==> src/rtl/axis_pattern_streamer_pkg.sv <==
`default_nettype none
// ============================================================================
// Module   : axis_pattern_streamer_pkg
// Purpose  : Shared definitions for the AXI4-Stream test-pattern streamer:
//            pattern select codes, FSM state encodings and the pixel pack
//            helper that places 24-bit RGB into a 32-bit {8'h00,R,G,B} slot.
// Revision : 1.0 - initial release
// ============================================================================
package axis_pattern_streamer_pkg;

    // Test pattern codes carried on pattern_sel
    localparam logic [1:0] c_pat_gradient = 2'd0;
    localparam logic [1:0] c_pat_bars     = 2'd1;
    localparam logic [1:0] c_pat_checker  = 2'd2;
    localparam logic [1:0] c_pat_xor      = 2'd3;

    // Streamer FSM state encodings
    localparam logic [1:0] c_st_idle   = 2'd0;
    localparam logic [1:0] c_st_load   = 2'd1;
    localparam logic [1:0] c_st_stream = 2'd2;

    // Bits per pixel slot on the stream
    localparam int c_pix_w = 32;

    // Pack a 24-bit {R,G,B} value into one 32-bit pixel slot
    function automatic logic [31:0] pack_pixel(input logic [23:0] rgb);
        return {8'h00, rgb};
    endfunction

endpackage
`default_nettype wire

==> src/rtl/axis_pattern_streamer_pattern_pixel.sv <==
`default_nettype none
// ============================================================================
// Module   : axis_pattern_streamer_pattern_pixel
// Purpose  : Combinational colour generator for one pixel.
// Ports    : i_px    - pixel column (0 .. X_SIZE-1)
//            i_y     - low 8 bits of the line number
//            i_frame - low 8 bits of the frame counter
//            i_sel   - pattern code
//            o_rgb   - {R,G,B}, 8 bits each
// Revision : 1.0 - initial release
// ============================================================================
module axis_pattern_streamer_pattern_pixel
    import axis_pattern_streamer_pkg::*;
#(
    parameter int X_SIZE = 640,
    parameter int XW     = 10
) (
    input  logic [XW-1:0] i_px,
    input  logic [7:0]    i_y,
    input  logic [7:0]    i_frame,
    input  logic [1:0]    i_sel,
    output logic [23:0]   o_rgb
);

    // Line width at the widened precision used for the bar index divide
    localparam logic [XW+2:0] c_xsize = (XW+3)'(X_SIZE);

    logic [XW+2:0] w_scaled;
    logic [2:0]    w_bar;
    logic [7:0]    w_px8;
    logic          w_px5;
    logic [7:0]    w_chk;
    logic [7:0]    w_xor;

    // px*8 computed three bits wider so it cannot overflow before the divide
    assign w_scaled = {i_px, 3'b000};
    assign w_bar    = 3'(w_scaled / c_xsize);
    assign w_px8    = 8'(i_px);

    // Narrow lines never reach column 32, so bit 5 of px is then always 0
    if (XW > 5) begin : g_px5_wide
        assign w_px5 = i_px[5];
    end else begin : g_px5_narrow
        assign w_px5 = 1'b0;
    end

    assign w_chk = (w_px5 ^ i_y[5]) ? 8'hFF : 8'h00;
    assign w_xor = w_px8 ^ i_y;

    always_comb begin
        o_rgb = 24'h000000;
        case (i_sel)
            c_pat_gradient: o_rgb = {w_px8, i_y, i_frame};
            c_pat_bars:     o_rgb = {{8{w_bar[2]}}, {8{w_bar[1]}}, {8{w_bar[0]}}};
            c_pat_checker:  o_rgb = {w_chk, w_chk, w_chk};
            c_pat_xor:      o_rgb = {w_xor, w_xor, w_xor};
            default:        o_rgb = 24'h000000;
        endcase
    end

endmodule
`default_nettype wire

==> src/rtl/axis_pattern_streamer.sv <==
`default_nettype none
// ============================================================================
// Module   : axis_pattern_streamer
// Purpose  : Emits AXI4-Stream video frames of X_SIZE x Y_SIZE pixels,
//            PIX_PER_BEAT pixels per beat, with tready backpressure, a
//            selectable test pattern, tuser on the first beat of a frame and
//            tlast per line (LAST_MODE 0) or per frame (LAST_MODE 1).
// Ports    : out_stream_aclk   - clock
//            periph_reset      - synchronous active-high reset
//            enable            - frames stream while high
//            pattern_sel       - 0 gradient, 1 bars, 2 checker, 3 x^y
//            out_stream_t*     - AXI4-Stream master (tdata/tkeep/tvalid/
//                                tready/tuser/tlast)
//            frame_done        - 1-cycle pulse after the last beat is taken
//            frame_count       - completed frames, wraps at 16 bits
// Revision : 1.0 - initial release
// ============================================================================
module axis_pattern_streamer
    import axis_pattern_streamer_pkg::*;
#(
    parameter int X_SIZE       = 640,
    parameter int Y_SIZE       = 480,
    parameter int PIX_PER_BEAT = 1,
    parameter int LAST_MODE    = 0,
    localparam int TDATA_W     = 32 * PIX_PER_BEAT
) (
    input  logic                 out_stream_aclk,
    input  logic                 periph_reset,
    input  logic                 enable,
    input  logic [1:0]           pattern_sel,
    output logic [TDATA_W-1:0]   out_stream_tdata,
    output logic [TDATA_W/8-1:0] out_stream_tkeep,
    output logic                 out_stream_tvalid,
    input  logic                 out_stream_tready,
    output logic                 out_stream_tuser,
    output logic                 out_stream_tlast,
    output logic                 frame_done,
    output logic [15:0]          frame_count
);

    if ((X_SIZE % PIX_PER_BEAT) != 0) begin : g_bad_xsize
        $error("axis_pattern_streamer: X_SIZE must be a multiple of PIX_PER_BEAT");
    end
    if (!(PIX_PER_BEAT == 1 || PIX_PER_BEAT == 2 || PIX_PER_BEAT == 4)) begin : g_bad_ppb
        $error("axis_pattern_streamer: PIX_PER_BEAT must be 1, 2 or 4");
    end

    localparam int c_xw = (X_SIZE > 1) ? $clog2(X_SIZE) : 1;
    localparam int c_yw = (Y_SIZE > 1) ? $clog2(Y_SIZE) : 1;

    localparam logic [c_xw-1:0] c_x_last = c_xw'(X_SIZE - PIX_PER_BEAT);
    localparam logic [c_xw-1:0] c_x_step = c_xw'(PIX_PER_BEAT);
    localparam logic [c_yw-1:0] c_y_last = c_yw'(Y_SIZE - 1);

    logic [1:0]         r_state;
    logic [c_xw-1:0]    r_x;
    logic [c_yw-1:0]    r_y;
    logic [1:0]         r_sel;
    logic [TDATA_W-1:0] r_tdata;
    logic               r_tvalid;
    logic               r_tuser;
    logic               r_tlast;
    logic               r_frame_done;
    logic [15:0]        r_frame_count;

    logic               w_handshake;
    logic               w_line_end;
    logic               w_frame_end;
    logic [c_xw-1:0]    w_step_x;
    logic [c_yw-1:0]    w_step_y;
    logic [c_xw-1:0]    w_gen_x;
    logic [c_yw-1:0]    w_gen_y;
    logic [1:0]         w_gen_sel;
    logic               w_gen_user;
    logic               w_gen_last;
    logic [TDATA_W-1:0] w_gen_data;
    logic [23:0]        w_rgb [PIX_PER_BEAT];

    assign w_handshake = r_tvalid & out_stream_tready;
    assign w_line_end  = (r_x == c_x_last);
    assign w_frame_end = w_line_end && (r_y == c_y_last);

    // Coordinates of the beat following the one currently presented
    assign w_step_x = w_line_end ? '0 : r_x + c_x_step;
    assign w_step_y = w_line_end ? ((r_y == c_y_last) ? '0 : r_y + c_yw'(1)) : r_y;

    // The generator is aimed at (0,0) with the live pattern_sel while loading,
    // otherwise at the next beat with the pattern latched for this frame.
    assign w_gen_x   = (r_state == c_st_load) ? '0 : w_step_x;
    assign w_gen_y   = (r_state == c_st_load) ? '0 : w_step_y;
    assign w_gen_sel = (r_state == c_st_load) ? pattern_sel : r_sel;

    assign w_gen_user = (w_gen_x == '0) && (w_gen_y == '0);
    assign w_gen_last = (w_gen_x == c_x_last) && ((LAST_MODE == 0) || (w_gen_y == c_y_last));

    for (genvar gi = 0; gi < PIX_PER_BEAT; gi++) begin : g_pix
        logic [c_xw-1:0] w_px;
        assign w_px = w_gen_x + c_xw'(gi);

        axis_pattern_streamer_pattern_pixel #(
            .X_SIZE (X_SIZE),
            .XW     (c_xw)
        ) u_pixel (
            .i_px    (w_px),
            .i_y     (8'(w_gen_y)),
            .i_frame (r_frame_count[7:0]),
            .i_sel   (w_gen_sel),
            .o_rgb   (w_rgb[gi])
        );

        // Pixel gi occupies bits [32*gi+31 : 32*gi]
        assign w_gen_data[c_pix_w*gi +: c_pix_w] = pack_pixel(w_rgb[gi]);
    end

    always_ff @(posedge out_stream_aclk) begin
        if (periph_reset) begin
            r_state       <= c_st_idle;
            r_x           <= '0;
            r_y           <= '0;
            r_sel         <= '0;
            r_tdata       <= '0;
            r_tvalid      <= 1'b0;
            r_tuser       <= 1'b0;
            r_tlast       <= 1'b0;
            r_frame_done  <= 1'b0;
            r_frame_count <= '0;
        end else begin
            r_frame_done <= 1'b0;
            case (r_state)
                c_st_idle: begin
                    if (enable) begin
                        r_state <= c_st_load;
                    end
                end
                c_st_load: begin
                    r_sel    <= pattern_sel;
                    r_x      <= '0;
                    r_y      <= '0;
                    r_tdata  <= w_gen_data;
                    r_tuser  <= w_gen_user;
                    r_tlast  <= w_gen_last;
                    r_tvalid <= 1'b1;
                    r_state  <= c_st_stream;
                end
                c_st_stream: begin
                    if (w_handshake) begin
                        if (w_frame_end) begin
                            // Frame complete; enable only decides whether another follows
                            r_tvalid      <= 1'b0;
                            r_tuser       <= 1'b0;
                            r_tlast       <= 1'b0;
                            r_frame_done  <= 1'b1;
                            r_frame_count <= r_frame_count + 16'd1;
                            r_x           <= '0;
                            r_y           <= '0;
                            r_state       <= enable ? c_st_load : c_st_idle;
                        end else begin
                            r_x     <= w_step_x;
                            r_y     <= w_step_y;
                            r_tdata <= w_gen_data;
                            r_tuser <= w_gen_user;
                            r_tlast <= w_gen_last;
                        end
                    end
                end
                default: begin
                    r_state <= c_st_idle;
                end
            endcase
        end
    end

    assign out_stream_tdata  = r_tdata;
    assign out_stream_tkeep  = '1;
    assign out_stream_tvalid = r_tvalid;
    assign out_stream_tuser  = r_tuser;
    assign out_stream_tlast  = r_tlast;
    assign frame_done        = r_frame_done;
    assign frame_count       = r_frame_count;

endmodule
`default_nettype wire

==> config.mk <==
export PLATFORM = sky130hd
export DESIGN_NAME = axis_pattern_streamer
export DESIGN_NICKNAME = d
export VERILOG_FILES = /design/src/rtl/axis_pattern_streamer_pkg.sv /design/src/rtl/axis_pattern_streamer_pattern_pixel.sv /design/src/rtl/axis_pattern_streamer.sv
export SDC_FILE = /design/constraint.sdc
export NUM_CORES = 1
export LEC_CHECK = 0
export ABC_AREA = 1
export CORE_AREA = 5 5 115 117
export CTS_CLUSTER_SIZE = 28
export DETAILED_ROUTE_END_ITERATION = 7
export DIE_AREA = 0 0 120 122
export SYNTH_ARGS = -nofsm -noshare
export SYNTH_HDL_FRONTEND = slang
export SYNTH_SLANG_ARGS = --single-unit
==> constraint.sdc <==
create_clock -name out_stream_aclk -period 4.8 [get_ports out_stream_aclk]
set_input_delay 0.96 -clock out_stream_aclk [delete_from_list [all_inputs] [get_ports out_stream_aclk]]
set_output_delay 0.96 -clock out_stream_aclk [all_outputs]
set_load 0.005 [all_outputs]
# ---- Word level (Yosys, flattened, before mapping)
# Cells that the tools add are included.
dict set report classes {
  add_sub_neg 3
  mul 0
  div 1
  magnitude_cmp 0
  eq_ne 12
  n_shift 0
  n_mux 32
  n_bitwise 5
  reduce_logical 13
}
# cell n
set op_table {}
lappend op_table {{24-bit case mux with 4 select lines} 1}
lappend op_table {{32-bit 2-to-1 mux} 2}
lappend op_table {{32-bit case mux with 2 select lines} 1}
lappend op_table {{9-bit 2-to-1 mux} 5}
lappend op_table {{10-bit 2-to-1 mux} 4}
lappend op_table {{10-bit equality test (second input constant)} 2}
lappend op_table {{10-bit case mux with 2 select lines} 1}
lappend op_table {{9-bit case mux with 2 select lines} 1}
lappend op_table {{16-bit by 1-bit adder with 16-bit output (second input constant)} 1}
lappend op_table {{13-bit by 10-bit divider with 13-bit output (second input constant)} 1}
lappend op_table {{3-bit AND reduction} 4}
lappend op_table {{10-bit by 1-bit adder with 10-bit output (second input constant)} 1}
lappend op_table {{10-bit logical NOT} 1}
lappend op_table {{9-bit by 1-bit adder with 9-bit output (second input constant)} 1}
lappend op_table {{9-bit equality test (second input constant)} 1}
lappend op_table {{9-bit logical NOT} 1}
lappend op_table {{1-bit 2-to-1 mux} 8}
lappend op_table {{2-bit 2-to-1 mux} 4}
lappend op_table {{8-bit 2-to-1 mux} 1}
lappend op_table {{2-bit != test (second input constant)} 4}
lappend op_table {{8-bit XOR} 1}
lappend op_table {{2-bit equality test (second input constant)} 3}
lappend op_table {{1-bit case mux with 2 select lines} 3}
lappend op_table {{2-bit case mux with 3 select lines} 1}
lappend op_table {{other kinds (9)} 13}
dict set report word_totals {
  ff_bits 75
  latchBits 0
  ramBits 0
  romBits 0
  in_bits 6
  out_inout_bits 56
  word_cells 76
  mem_count 0
}

# ---- Longest topological paths before layout
dict set report logic_depth {
  depth_word 10
  depth_mapped 21
  mapped_depth_nobuf 20
}

# ---- Hierarchy
# From an unflattened synthesis, not the netlist that was laid out.
dict set report unflattened {
  cells_unflattened 672
  area_unflattened_um2 4225.3
}
# module n_inst cells_per_inst area_per_inst_um2
set modules_own_cells {}
lappend modules_own_cells {axis_pattern_streamer 1 544 3604.7}
lappend modules_own_cells {axis_pattern_streamer_pattern_pixel 1 128 620.6}

# ---- Worst setup path before layout
# No wires, ideal clock.
dict set report synth_timing {
  kind {input -> register}
  start {input pattern_sel[0]}
  end {register r_tdata[12] (netlist: out_stream_tdata[12])}
  setup_time_ps 139
  arrival_time_ps 2127
  setup_slack_ps 2534
  path_stages 7
  path_cell_list {o21ai_0 inv_1 nor2_1 clkbuf_1 a21oi_1 nand2_1 a21oi_2}
}
dict set report synth_between {
  elab_chain_len 6
  elab_cells_between_ends 9
  classes_between {eq/ne (3); mux (5); reduce/logical (1)}
}
# element line
set synth_lines {}
lappend synth_lines {{start, declared} axis_pattern_streamer.sv:30} ;# input logic [1:0] pattern_sel,
lappend synth_lines {{2-bit 2-to-1 mux (*)} --}
lappend synth_lines {{2-bit equality test (tied with other cells)} axis_pattern_streamer_pattern_pixel.sv:52} ;# case (i_sel)
lappend synth_lines {{24-bit case mux with 4 select lines (*)} axis_pattern_streamer_pattern_pixel.sv:52}
lappend synth_lines {{32-bit 2-to-1 mux} axis_pattern_streamer.sv:147} ;# if (w_frame_end) begin
lappend synth_lines {{32-bit 2-to-1 mux} axis_pattern_streamer.sv:146} ;# if (w_handshake) begin
lappend synth_lines {{32-bit case mux with 2 select lines (*)} axis_pattern_streamer.sv:129} ;# case (r_state)
lappend synth_lines {{end signal, assigned} axis_pattern_streamer.sv:139} ;# r_tdata <= w_gen_data;
lappend synth_lines {{end signal, assigned} axis_pattern_streamer.sv:160} ;# r_tdata <= w_gen_data;
lappend synth_lines {{end, declared} axis_pattern_streamer.sv:59} ;# logic [TDATA_W-1:0] r_tdata;
# Mark *: on every way between the ends. The rest lies on a longest branch, timed or not. The select of a mux whose other input is x is not followed.
# A chain may end at the register's enable or synchronous reset.

# ---- Final worst setup path
dict set report layout_timing {
  start {register r_state[0]}
  end {register r_tdata[6] (netlist: out_stream_tdata[6])}
}
dict set report layout_between {
  elab_chain_len 8
  elab_cells_between_ends 21
  classes_between {div (1); eq/ne (7); mux (8); bitwise (2); reduce/logical (3)}
}
# element line
set layout_lines {}
lappend layout_lines {{start, declared} axis_pattern_streamer.sv:55} ;# logic [1:0] r_state;
lappend layout_lines {{start signal, assigned} axis_pattern_streamer.sv:117} ;# r_state <= c_st_idle;
lappend layout_lines {{start signal, assigned} axis_pattern_streamer.sv:132} ;# r_state <= c_st_load;
lappend layout_lines {{start signal, assigned} axis_pattern_streamer.sv:143} ;# r_state <= c_st_stream;
lappend layout_lines {{branches (longest 8 deep; another with 13-bit by 10-bit divider with 13-bit output)} --}
# Several ways; the timed one is not identified. The select of a mux whose other input is x is not followed.

==> impl_metrics.json <==
{
  "outcome": "finished, final reports clean",
  "vias_per_cell": 5.04,
  "synth_top_cells_by_area": "sky130_fd_sc_hd__dfxtp_1 33%, sky130_fd_sc_hd__nand2_1 14%, sky130_fd_sc_hd__a21oi_1 9.1%",
  "m1WireLength_um": 5330,
  "post_cts_resized": 0,
  "place_hpwl_um": 8470,
  "yosys_warnings": 0,
  "ctsHoldBuffers": 0,
  "hold_path.class": "register to register",
  "globalRouteTotalUtil_pct": 15.7,
  "switching_share_of_power_pct": 25.6,
  "first_global_vias": 3764,
  "postLayoutSetupSlackWorst_ns": 1.55,
  "io_buffer_count": 49,
  "die_y_um": 122,
  "netlist-cell-type-count": 41,
  "drc_errors": 0,
  "grt_start_max_net_pins": 55,
  "most_frequent_cells_after_synthesis": "154 x sky130_fd_sc_hd__nand2_1, 74 x sky130_fd_sc_hd__a21oi_1, 69 x sky130_fd_sc_hd__inv_1",
  "tritoncts": "yes",
  "syn_avg_cell_area_um2": 6.68,
  "synth_flop_cell": "sky130_fd_sc_hd__dfxtp_1",
  "wire_length_of_the_first_global_routing_pass_um": 18500,
  "r2r_end": "out_stream_tdata[6]",
  "routabilityCongestion": 0.891,
  "holdPathEnd": "out_stream_tlast",
  "total_wire_length_after_detailed_routing_um": 11300,
  "timing.critical_path.arrival_ns": 3.51,
  "num_io_pins": 62,
  "worstHoldStart": "out_stream_tlast",
  "synth_top_cell_area_share_pct": 32.8,
  "detail-route-antenna-nets": 0,
  "period_minus_slack_ns": 3.25,
  "share_comb_of_total_power_pct": 11.2,
  "share_of_the_core_filled_with_cells_pct": 40.5,
  "clock_insertion_delay_worst_skew_ns": 0.33,
  "setup_total_negative_slack_ns": 0,
  "final-hold-violation-count": 0,
  "htree_levels": 3,
  "area_of_the_die_um2": 14600,
  "final-instance-count-excl-fill": 810,
  "flip_flop_and_latch_count_after_synthesis": 67,
  "achievable-frequency_mhz": 308,
  "tightest_slew_ns": 1.07,
  "initial_utilization_pct": 33.3,
  "critical_path.endpoint_type": "register",
  "net-switching-power_mw": 0.356,
  "path_clk_slew_ns": 0.06,
  "beginning_of_the_worst_register_to_register_path": "r_state[0]",
  "hold_ws_ns": 0.466,
  "layout.filler_cells": 1310,
  "drt-initial-drc-count": 363,
  "max_slew_margin_pct": 28.8,
  "timing.reg2reg.worst_path_depth": 10,
  "worstHoldPathCells": 2,
  "syn-cell-area_um2": 4090,
  "cts.sinks": 67,
  "post-place-ws_ns": 1.37,
  "maxCapViolCount": 0,
  "number_of_pins_with_negative_max_slew_slack_in_the_final_report": 0,
  "drt_pass1_iterations": 5,
  "p_seq_share_pct": 41.7,
  "total_congestion_overflow_after_global_routing": 0,
  "fraction_of_power_consumed_by_the_clock_network_pct": 47.0,
  "power_density_of_the_placed_cells_nw_per_um2": 280,
  "area.growth.synth_to_final_pct": 21.3,
  "dpl.cell_count": 794,
  "wl_met2_um": 5080,
  "syn_inst": 612,
  "grt_antenna_before_repair": 0,
  "critical_path_class": "register to register",
  "p_leak_nw": 1.89,
  "critical_path_rt_ns": 5.06,
  "setup-violations-final": 0,
  "post-route-cell-area_um2": 4960,
  "worst-path-max-fanout": 29,
  "ctsRootBufferMaster": "sky130_fd_sc_hd__clkbuf_16",
  "drive_above_1_share_pct": 12.9,
  "max-clock-path-buffers": 2,
  "fp.coreArea_um2": 12300,
  "num_rows": 41,
  "synth-seq-area-share_pct": 32.8,
  "num_vias": 4079,
  "flop2flop_setup_slack_ns": 1.55,
  "worst_ir_drop_vdd_v": 0.000164,
  "clock-skew-final_ns": 0.0109,
  "internal_power_mw": 1.03,
  "fin_crit_sh_pct": 67.6,
  "postCtsSetupBuffers": 0,
  "netlist.top_cell.by_area": "sky130_fd_sc_hd__dfxtp_1",
  "dr.max_layer_used": "met4",
  "floorplan.die.width_um": 120,
  "wire_per_inst_um": 13.9,
  "power.total_mw": 1.39,
  "antennaDiodeCount": 0,
  "rsz0062_at_grt": "no",
  "final_net_count": 664,
  "synth_edf_count": 0,
  "synthMostInstantiatedCell": "sky130_fd_sc_hd__nand2_1",
  "async_reset_ff_share_pct": 0,
  "critical_path.startpoint_type": "register",
  "cts_buffers": 9,
  "routed-wl-met3_um": 680,
  "placement.cell_area_um2": 4660
}
==> logic make-up (layout without fill, tap and decap cells) <==
group	after synthesis	after routing	synth area share [%]
XOR/XNOR	8	8	1.71
buffers and inverters	107	145	11.2
AO/OA/AOI/OAI	122	122	16.3
flip-flops	67	67	32.8
adder cells (fa/ha/maj)	3	3	0.918
other	2	12	0.184
AND/OR/NAND/NOR	303	303	36.9
==> registers in the layout, summed over array words and instances, names as in the netlist <==
| signal | count |
|---|---|
| out_stream_tdata | 24 |
| frame_count | 16 |
| r_x | 10 |
| r_y | 9 |
| r_sel | 2 |
| r_state | 2 |
| frame_done | 1 |
| out_stream_tlast | 1 |
| out_stream_tuser | 1 |
| out_stream_tvalid | 1 |
==> power by group through the flow <==
stage / registers, mW / logic, mW / clock network, mW
2_1_floorplan: 0.591 / 0.112 / 0
3_3_place_gp: 0.591 / 0.155 / 0
3_5_place_dp: 0.591 / 0.155 / 0
4_1_cts: 0.579 / 0.156 / 0.667
5_1_grt: 0.581 / 0.176 / 0.691
6_report: 0.579 / 0.156 / 0.653
==> how the worst max path moves through the flow <==
stage / startpoint / end / slack, ns / cells past startpoint
after floorplan: pattern_sel[0] / out_stream_tdata[12] / 2.53 / 7
after global placement: pattern_sel[0] / out_stream_tdata[1] / 1.40 / 7
after detailed placement: pattern_sel[0] / out_stream_tdata[6] / 1.37 / 8
after CTS: r_state[0] / out_stream_tdata[6] / 1.57 / 10
after global routing: r_state[0] / out_stream_tdata[6] / 1.11 / 10
final: r_state[0] / out_stream_tdata[6] / 1.55 / 10
==> routing by layer <==
metal,GRT usage (%),vias to the layer above
met1,21.2,1885
met2,25.1,135
li1,-,2044
met5,0,-
met3,2.65,15
met4,6.37,0
==> layout by cell type, fill, tap and decap left out, drive strengths merged, types with 3 or more instances in the layout <==
cell / count
nand2: 168
a21oi: 86
inv: 73
dfxtp: 67
nor2: 54
clkdlybuf4s50: 48
nand3: 34
o21ai: 32
nor3: 18
nand4: 13
conb: 12
clkbuf: 10
nor3b: 8
xor2: 7
buf: 6
clkinv: 4
or2: 3
ha: 3
clkinvlp: 3
nor4: 3
==> worst max-delay path, cell delays in order, from the launching register on <==
cell and delay (ns):
sky130_fd_sc_hd__dfxtp_1 0.30, sky130_fd_sc_hd__inv_1 0.08, sky130_fd_sc_hd__nor2_4 0.35, sky130_fd_sc_hd__inv_1 0.38
sky130_fd_sc_hd__o21ai_0 0.59, sky130_fd_sc_hd__inv_1 0.11, sky130_fd_sc_hd__nor2_2 0.84, sky130_fd_sc_hd__nor2_1 0.21
sky130_fd_sc_hd__nand2_1 0.13, sky130_fd_sc_hd__nand2_1 0.07, sky130_fd_sc_hd__a21oi_2 0.11
==> area by class of cell <==
class | count | area (um^2) | area share (%)
clock inverter | 6 | 66.3 | 1.34
multi-input combinational | 448 | 2330 | 47.0
inverter | 75 | 283 | 5.70
tap | 150 | 188 | 3.78
clock buffer | 10 | 229 | 4.62
timing repair buffer | 54 | 523 | 10.5
sequential | 67 | 1340 | 27.0
No activity file was read; power rests on OpenSTA's default activity.
==> edit: new RTL, same flow settings <==
Set the parameter `Y_SIZE` to 960 (it was 480).
--- a/src/rtl/axis_pattern_streamer.sv
+++ b/src/rtl/axis_pattern_streamer.sv
@@ -21,3 +21,3 @@
     parameter int X_SIZE       = 640,
-    parameter int Y_SIZE       = 480,
+    parameter int Y_SIZE       = 960,
     parameter int PIX_PER_BEAT = 1,
Behaviour: no difference found for any inputs over 4 cycles, from zero or initial values and one cycle with periph_reset high; that may be too few to reach the edited logic, so the function may still have changed.
==> edit against the original RTL <==
Worst setup slack improved by 260 ps. Critical endpoint is now out_stream_tdata[13]$_SDFFE_PP0P_. Sequential cell count rose by 1. Clock skew is 3.9 ps lower. Sequential share of layout area rose by 0.77 points. Routed wire length decreased by 0.66%. Final area is 1.3% lower. Total power up 3.4%. Synthesized area is 1.9% lower. Largest power group unchanged. Critical path type is now input port to flip-flop.
==> edit: results <==
group,metric,value,unit
power,irDropWorstVdd,189,uV
clocking,htreeDepth,3,
detailed_routing,vias,4140,
detailed_routing,drt_pass1_iterations,5,
timing,finalClockSkew,7.02,ps
run_status,status,"finished clean",
detailed_routing,drt-total-wl,11200,um
critical_path,path_max_fanout,24,
logic_synthesis,synthTopCellsByCount,"184 x nand2_1, 76 x a21oi_1, 68 x dfxtp_1, 52 x inv_1, 47 x nor2_1",
clocking,clock_latency,340,ps
placement,post-place-ws,1540,ps
logic_synthesis,synth_area_leaders,"dfxtp_1 34%, nand2_1 17%, a21oi_1 9.5%, inv_1 4.9%, nor2_1 4.4%",
placement,dp.cells,798,
placement,gp_congestion,0.856,
critical_path,arrival,3190,ps
finish,drive_gt1_frac,0.107,
detailed_routing,detail_route.iter0.violations,311,
finish,fillers,1289,
logic_synthesis,ys_types,43,
logic_synthesis,syn_area_per_cell,6.50,um2
power,leakagePower,0.00199,uW
logic_synthesis,ys_seq_area_frac,0.340,
clocking,root_buffer,"clkbuf_16",
grt,grt_pass1_wl,18800,um
grt,grt_max_degree,57,
timing,fmax,0.335,GHz
timing,tightest_slew,1050,ps
detailed_routing,wl_per_cell,13.8,um
placement,dpl.hpwl,8140,um
grt,grt_pass1_vias,3980,
grt,track_usage,0.156,
finish,nets,668,
-- edit: area by class of cell --
class | count | area share
multi-input cells | 466 | 0.467
repair buffers | 53 | 0.105
clock inverters | 6 | 0.0181
inverters | 61 | 0.0468
clock buffers | 9 | 0.0460
well taps | 150 | 0.0383
flip-flops and latches | 68 | 0.278
-- edit: per-stage QoR --
step,power [uW],util,area [um2],hold slack [ps]
after floorplan,694,-,4050,458
after global placement,736,0.374,4580,457
after detailed placement,737,0.374,4580,459
after CTS,1450,0.399,4890,468
after global routing,1490,0.399,4890,482
final,1440,0.399,4890,466
-- edit: power by group --
group	switching, uW	internal, uW	leakage, uW
clock	256	452	0.000148
combinational	90.0	50.6	0.00129
sequential	8.34	578	0.000550
total	354	1080	0.00199
-- edit: per-layer routing --
layer	vias up	GRT usage	wire (um)
li1	2065	-	-
met1	1938	0.208	5250
met2	124	0.253	5170
met3	13	0.0265	585
met4	0	0.0630	210
met5	-	0	0
-- edit: critical path, cell delays in order --
cell and delay, ps:
clkdlybuf4s50_1 390, nand2_1 150, nor2_1 70, buf_4 200, a21oi_2 800, inv_1 280
o21ai_0 270, a31oi_1 70
-- edit: cell families (layout without fill, tap and decap cells) --
| group | Yosys count | in the layout | synth area share |
|---|---|---|---|
| buf+inv | 93 | 129 | 0.100 |
| other cells | 2 | 12 | 0.00187 |
| compound gates | 121 | 121 | 0.165 |
| xor+xnor | 3 | 3 | 0.00656 |
| fa+ha+maj | 3 | 3 | 0.00936 |
| flops | 68 | 68 | 0.340 |
| simple gates | 326 | 326 | 0.375 |
| mux | 1 | 1 | 0.00250 |
-- edit: final timing paths --
| check | from | endpoint | depth (start not counted) |
|---|---|---|---|
| max | out_stream_tready | out_stream_tdata[13]$_SDFFE_PP0P_ | 8 |
| min | out_stream_tuser$_SDFFE_PP0P_ | out_stream_tuser$_SDFFE_PP0P_ | 2 |
| max reg2reg | r_x[1]$_SDFFE_PP0P_ | out_stream_tdata[1]$_SDFFE_PP0P_ | 18 |
| min reg2reg | out_stream_tuser$_SDFFE_PP0P_ | out_stream_tuser$_SDFFE_PP0P_ | 2 |
